--- src/rtl/ahb_lite_master.sv ---
// ahb_lite_master: turns one command/response request into AHB-Lite SINGLE/INCR transfers of 1..MAX_BEATS beats
//   HCLK, HRESETn : bus clock, asynchronous active-low reset
//   cmd_*         : command handshake (valid/ready) with direction, start address, size, beats-1, packed write data
//   rsp_*         : one pulse per completed beat carrying read data, last-beat and error flags
//   H*            : AHB-Lite master signals (registered address/control and write data)
module ahb_lite_master #(
  parameter int ADDR_W    = 32,
  parameter int DATA_W    = 32,
  parameter int MAX_BEATS = 4
) (
  input  logic                            HCLK,
  input  logic                            HRESETn,
  input  logic                            cmd_valid,
  output logic                            cmd_ready,
  input  logic                            cmd_write,
  input  logic [ADDR_W-1:0]               cmd_addr,
  input  logic [2:0]                      cmd_size,
  input  logic [$clog2(MAX_BEATS)-1:0]    cmd_len,
  input  logic [MAX_BEATS*DATA_W-1:0]     cmd_wdata,
  output logic                            rsp_valid,
  output logic [DATA_W-1:0]               rsp_rdata,
  output logic                            rsp_last,
  output logic                            rsp_err,
  output logic [ADDR_W-1:0]               HADDR,
  output logic [1:0]                      HTRANS,
  output logic                            HWRITE,
  output logic [2:0]                      HSIZE,
  output logic [2:0]                      HBURST,
  output logic [DATA_W-1:0]               HWDATA,
  input  logic [DATA_W-1:0]               HRDATA,
  input  logic                            HREADY,
  input  logic                            HRESP
);
  localparam int LW = $clog2(MAX_BEATS);
  localparam logic [1:0] TR_IDLE = 2'b00, TR_NONSEQ = 2'b10, TR_SEQ = 2'b11;
  typedef enum logic [2:0] {IDLE, ADDR, BURST, DATA, ERR} state_t;
  state_t state, state_n;
  logic [LW-1:0] len_q, abeat;
  logic [MAX_BEATS*DATA_W-1:0] wdata_q;
  logic accept, more, adone, dcomp;
  logic [ADDR_W-1:0] nxt_addr;
  logic [1:0] trans_n;
  assign cmd_ready = state == IDLE;
  // abeat is the beat currently in its address phase; the data phase always trails it by one.
  // An address phase in BURST is abandoned when the beat ahead of it reports an error.
  always_comb begin
    accept   = state == IDLE && cmd_valid;
    more     = abeat != len_q;
    adone    = (state == ADDR || (state == BURST && !HRESP)) && HREADY;
    dcomp    = (state == BURST || state == DATA || state == ERR) && HREADY;
    nxt_addr = HADDR + (ADDR_W'(1) << HSIZE);
    state_n  = state;
    case (state)
      IDLE:    state_n = cmd_valid ? ADDR : IDLE;
      ADDR:    state_n = HREADY ? (more ? BURST : DATA) : ADDR;
      BURST:   state_n = HRESP ? (HREADY ? IDLE : ERR) : (HREADY ? (more ? BURST : DATA) : BURST);
      DATA:    state_n = HREADY ? IDLE : (HRESP ? ERR : DATA);
      ERR:     state_n = HREADY ? IDLE : ERR;
      default: state_n = IDLE;
    endcase
    // a SEQ beat that wraps addr[9:0] to zero enters a new 1 KB region and must restart as NONSEQ
    trans_n = state_n == ADDR ? TR_NONSEQ :
              state_n == BURST ? (adone ? (nxt_addr[9:0] == 10'd0 ? TR_NONSEQ : TR_SEQ) : HTRANS) :
              TR_IDLE;
  end
  always_ff @(posedge HCLK or negedge HRESETn) begin
    if (!HRESETn) state <= IDLE;
    else state <= state_n;
  end
  always_ff @(posedge HCLK or negedge HRESETn) begin
    if (!HRESETn) begin
      HADDR     <= '0;
      HTRANS    <= TR_IDLE;
      HWRITE    <= 1'b0;
      HSIZE     <= 3'd0;
      HBURST    <= 3'd0;
      HWDATA    <= '0;
      rsp_valid <= 1'b0;
      rsp_rdata <= '0;
      rsp_last  <= 1'b0;
      rsp_err   <= 1'b0;
      len_q     <= '0;
      abeat     <= '0;
      wdata_q   <= '0;
    end else begin
      HTRANS    <= trans_n;
      rsp_valid <= dcomp;
      rsp_err   <= dcomp && HRESP;
      rsp_last  <= dcomp && (HRESP || state != BURST);
      rsp_rdata <= dcomp && !HWRITE ? HRDATA : '0;
      if (accept) begin
        HADDR   <= cmd_addr;
        HWRITE  <= cmd_write;
        HSIZE   <= cmd_size > 3'd2 ? 3'd2 : cmd_size;
        HBURST  <= cmd_len == '0 ? 3'b000 : 3'b001;
        len_q   <= cmd_len;
        wdata_q <= cmd_wdata;
        abeat   <= '0;
      end
      if (adone) begin
        HWDATA <= HWRITE ? wdata_q[abeat*DATA_W +: DATA_W] : '0;
        if (more) begin
          HADDR <= nxt_addr;
          abeat <= abeat + 1'b1;
        end
      end
    end
  end
endmodule

--- config.mk ---
export PLATFORM = sky130hd
export DESIGN_NAME = ahb_lite_master
export DESIGN_NICKNAME = d
export VERILOG_FILES = /design/src/rtl/ahb_lite_master.sv
export SDC_FILE = /design/constraint.sdc
export NUM_CORES = 1
export LEC_CHECK = 0
export CAP_MARGIN = 15
export CORE_ASPECT_RATIO = 0.7
export CORE_MARGIN = 5
export CORE_UTILIZATION = 40
export DETAILED_ROUTE_END_ITERATION = 6
export PLACE_DENSITY = 0.74
export RECOVER_POWER = 50
export SYNTH_ARGS = -nofsm -noshare
export SYNTH_HDL_FRONTEND = slang
export SYNTH_SLANG_ARGS = --single-unit
--- constraint.sdc ---
create_clock -name HCLK -period 7 [get_ports HCLK]
set_input_delay 1.05 -clock HCLK [delete_from_list [all_inputs] [get_ports HCLK]]
set_output_delay 1.05 -clock HCLK [all_outputs]
set_load 0.05 [all_outputs]
; Word level (Yosys, flattened, before mapping)
; Index checks and enable logic that the tools add are counted.
[totals]
ramBits = 0
regBits = 243
input_bits = 203
output_inout_bits = 109
wordCells = 67
mem_bits_ro = 0
mem_count = 0
latch_bits = 0
[classes]
order_cmp = 1
bitwise_logic = 0
n_addsub = 2
muxes = 23
mul = 0
n_shift = 2
n_div = 0
n_reduce_logical = 16
eq_ne = 9
[ops]
columns = operator, n
row1 = 2-to-1 mux 32 bit, 5
row2 = indexed part select 128 x 8 -> 32 bit, 1
row3 = adder 32 bit, 1
row4 = left shift 1 x 3 -> 32 bit (first input constant), 1
row5 = 2-to-1 mux 3 bit, 6
row6 = case mux 3 bit (5 select lines), 1
row7 = 2-to-1 mux 2 bit, 6
row8 = zero test 10 bit, 1
row9 = == test 3 x 2 -> 1 bit (second input constant), 3
row10 = logical AND 1 bit, 7
row11 = == test 3 x 1 -> 1 bit (second input constant), 2
row12 = 2-to-1 mux 1 bit, 5
row13 = logical OR 1 bit, 4
row14 = == test 3 bit (second input constant), 1
row15 = > comparator 3 x 2 -> 1 bit (second input constant), 1
row16 = zero test 3 bit, 1
row17 = != test 3 x 2 -> 1 bit (second input constant), 1
row18 = != test 3 bit (second input constant), 1
row19 = adder 2 x 1 -> 2 bit (second input constant), 1
row20 = zero test 1 bit, 2
row21 = zero test 2 bit, 1
row22 = != test 2 bit, 1

; Longest topological paths before layout
[logic_depth]
depth_word = 8
depth_mapped = 11
ltp_nobuf = 9

; Worst setup path before layout
; OpenSTA, ideal clock, no wires.
[synth_timing]
kind = flip-flop to flip-flop
start = reg HSIZE[1]
end = reg HADDR[14]
path_buffers = 1
setup_time_ps = 121
arrival_ps = 2865
period_less_slack_ps = 2986
stages_incl_launch_ff = 11
setup_slack_ps = 4014
cell_sequence = dfrtp_1 > clkbuf_1 > nor3_1 > ha_1 > fa_1 > a21o_1 > a221oi_2 > o21ai_0 > a41o_1 > a21oi_1 > nor2_1
[synth_between]
elab_chain_len = 4
[synth_rtl]
columns = item, line
row1 = from (decl), 27  ; output logic [2:0] HSIZE,
row2 = from (signal assigned), 94  ; HSIZE <= cmd_size > 3'd2 ? 3'd2 : cmd_size;
row3 = left shift 1 x 3 -> 32 bit, 51  ; nxt_addr = HADDR + (ADDR_W'(1) << HSIZE);
row4 = adder 32 bit, 51
row5 = 2-to-1 mux 32 bit, 102  ; if (more) begin
row6 = 2-to-1 mux 32 bit, 100  ; if (adone) begin
row7 = to (signal assigned), 92  ; HADDR <= cmd_addr;
row8 = to (signal assigned), 103  ; HADDR <= nxt_addr;
row9 = to (decl), 24  ; output logic [ADDR_W-1:0] HADDR,
; No other way between the ends.
; A chain may end at the register's enable or synchronous reset.

; Worst setup path in the final report
[layout_timing]
start = in cmd_valid
end = reg HADDR[31]
[layout_between]
elab_chain_len = 4
[layout_rtl]
columns = item, line
row1 = from (decl), 13  ; input logic cmd_valid,
row2 = logical AND 1 bit *, 47  ; accept = state == IDLE && cmd_valid;
row3 = 2-to-1 mux 32 bit *, 91  ; if (accept) begin
row4 = 2-to-1 mux 32 bit, 102
row5 = 2-to-1 mux 32 bit *, 100
; Every way passes the cells marked *; elsewhere a longest branch is shown, timed or not.

==> run metrics <==
Static Leak 0.00680 uW; Core Box Area 26700 sq um; Antenna diodes 0; sequential cell area 6030 sq um; NetSw 2910 uW; CP max FO 96; RD Place Congestion 0.857; Final HPWL DP 21.5 mm; Mapped Area 10800 sq um; post-route cell area 14900 sq um; P_int 3930 uW; CTS tree built; Slew @ Worst Pin 3380 ps; RSZ-0062 raised after global routing no; warning count from the yosys run 0; Final Cycle Share 67.7%; clock buffer depth 3; Via-to-Cell Ratio 5.01; EDFF count, synth 0; Overflow after GRT 0; row cnt 50; total wire length 31.4 mm; post-synthesis async set-or-reset flop share 100%; DRC Markers 0; largest net degree at the start of global routing 141; crit path cell chain dlygate4sd3_1 -> nand2_1 -> buf_4 -> o21ai_0 -> a21oi_1; Gate Count Post-Synth 1136; crit path launch cmd_valid; Comb power frac 45.1%; post-route ant nets 0; crit path max-delay cell type nand2_1; fill count 2342; Max Freq 0.211 GHz; required time of the critical path 7450 ps; fin crit period 4740 ps; Max VDD drop 227 uV; post-cts sizing count 0; first drt pass iteration count 5; die area 30300 sq um; share of cells above drive strength 1 6.32%; switching share of power 42.5%; Multi-input gate area 4430 sq um; max-slew violation count 238; Synth cell types 55; startpoint types input port; max-cap viol count 2; vias in the first global route 8906; DR WL/cell 17.6 um; drt first-iter violations 533; Final TNS setup 0 ps; post-synthesis sequential area ratio 56.1%; WS Path Type input port to register; first-pass GRT wire length 49.4 mm; cts bufs inserted 25; Most used DFF post-synth dfrtp_1; violated checks capacitance limit, slew limit; IO Count 312; Die Height 147 um; leading cell type in the layout, fill and taps excluded nand2_1; Area after DPL 14100 sq um; GR Util All Layers 20.2%; Starting Density 40.4%; CP peak stage delay 2290 ps; routed vias 8944; initial antenna violation count 1; CTS root buf clkbuf_16; delay-heaviest family, CP simple AND/OR/NAND/NOR gates; clk_skew 21.9 ps; H-tree depth 1; crit path buf inv count 2; Final #Nets 1622; Core Util, Final 55.8%; Die Span X 206 um; crit end category register; Post-CTS Setup Inserts 0; most frequent cells in the layout nand2_1 (500), clkdlybuf4s50_1 (305), dfrtp_1 (238); status finished with violations; Port Buffer Count 309; Critical Path AT 5190 ps; Final Hold Violating Endpoints 0; hold_sp wdata_q[28]; Min-Delay Path Class register to register; worst skew pair latency 530 ps; Slew headroom -125%; Clock power frac 19.1%; count of final setup violators 0; FF-to-FF Start state[1]; Layout area overhead 38.3%; Final Power 6840 uW; Hold Buf Count CTS 0; Reg clk slew, reported paths 60 ps; Seq pwr share 35.8%; Mapped Avg Cell Area 9.47 sq um; Pwr Density 460 nW/um^2; synthesis-stage register bit count 241; # clock sinks 241
==> power groups by stage <==
stage / registers (uW) / logic, uW / clock network [uW]
2_1_floorplan: 2980 / 1510 / 0
3_3_place_gp: 2430 / 3040 / 0
3_5_place_dp: 2460 / 3090 / 0
4_1_cts: 2450 / 3110 / 1340
5_1_grt: 2520 / 3370 / 1410
6_report: 2450 / 3080 / 1310
==> worst min-delay path: cells and delay by family, from the launching register on <==
family / cells / cell delay [ps]
DFF: 1 / 340
and+or+nand+nor: 2 / 100
==> final timing paths <==
path / endpoint / slack (ps) / cells past startpoint
worst max-delay path: HADDR[31] / 2260 / 5
worst min-delay path: wdata_q[28] / 470 / 2
worst max register to register: HADDR[31] / 2640 / 5
worst min register to register: wdata_q[28] / 470 / 2
max in group asynchronous: HWDATA[0] / 2650 / 2
min in group asynchronous: wdata_q[111] / 520 / 1
==> cells in the mapped netlist (all sizes together), types with 2 or more instances <==
cell type | n | area (sq um)
a211oi | 8 | 60.1
a21o | 4 | 30.0
a21oi | 19 | 95.1
a311oi | 10 | 87.6
a31oi | 8 | 50.1
a41o | 2 | 20.0
and2 | 37 | 231
and3 | 7 | 43.8
and4 | 3 | 26.3
buf | 9 | 50.1
clkbuf | 60 | 225
dfrtp | 241 | 6030
ha | 8 | 100
inv | 8 | 30.0
mux2i | 4 | 40.0
mux4 | 32 | 721
nand2 | 500 | 1880
nand2b | 2 | 12.5
nand3 | 9 | 45.0
nand4 | 4 | 25.0
nor2 | 41 | 154
nor2b | 4 | 25.0
nor3 | 16 | 95.1
nor3b | 5 | 42.5
o211ai | 5 | 37.5
o21ai | 47 | 239
o221a | 2 | 22.5
o22ai | 4 | 25.0
o311ai | 4 | 35.0
or2 | 2 | 15.0
or3 | 7 | 48.8
xnor2 | 3 | 26.3
xor2 | 6 | 52.6
==> layer usage <==
| metal | up-vias | share of wire, % | track usage (%) |
|---|---|---|---|
| li1 | 4309 | - | - |
| met3 | 46 | 8.3 | 5.65 |
| met2 | 301 | 44 | 30.4 |
| met4 | 2 | 2.0 | 4.02 |
| met5 | - | 0.041 | 0 |
| met1 | 4286 | 45 | 29.7 |
==> registers in the layout (all words and copies together), names as in the netlist <==
| name | count |
|---|---|
| HADDR | 32 |
| HBURST | 1 |
| HSIZE | 3 |
| HTRANS | 2 |
| HWDATA | 32 |
| HWRITE | 1 |
| abeat | 2 |
| len_q | 2 |
| rsp_err | 1 |
| rsp_last | 1 |
| rsp_rdata | 32 |
| rsp_valid | 1 |
| state | 3 |
| wdata_q | 128 |
==> logic make-up (layout without fill, tap and decap cells) <==
kind of cell             after synthesis  in the layout  synth area share (%)
AO/OA/AOI/OAI                        123            123                  7.40
XOR/XNOR                               9              9                 0.733
adder cells (fa/ha/maj)                9              9                  1.12
buffers and inverters                 77            363                  2.84
flip-flops                           241            241                  56.1
multiplexers                          36             36                  7.07
other                                  1              2                0.0349
AND/OR/NAND/NOR                      640            640                  24.8
==> cell type report <==
type                       instances  area share (%)
tap                              364            3.06
clock buffer                      34            4.77
inverter                           8           0.202
multi-input combinational        819            29.8
timing repair buffer             315            21.1
sequential                       241            40.6
clock inverter                     6           0.538
==> through the flow <==
| step | worst slack (ps) | hold WS (ps) | instances |
|---|---|---|---|
| after floorplan | 4010 | 440 | 1137 |
| after global placement | 3310 | 452 | 1747 |
| after detailed placement | 3220 | 458 | 1747 |
| after CTS | 3420 | 474 | 1787 |
| after global routing | 1730 | 493 | 1787 |
| final | 2260 | 470 | 1787 |
(Power assumes the default switching activity.)
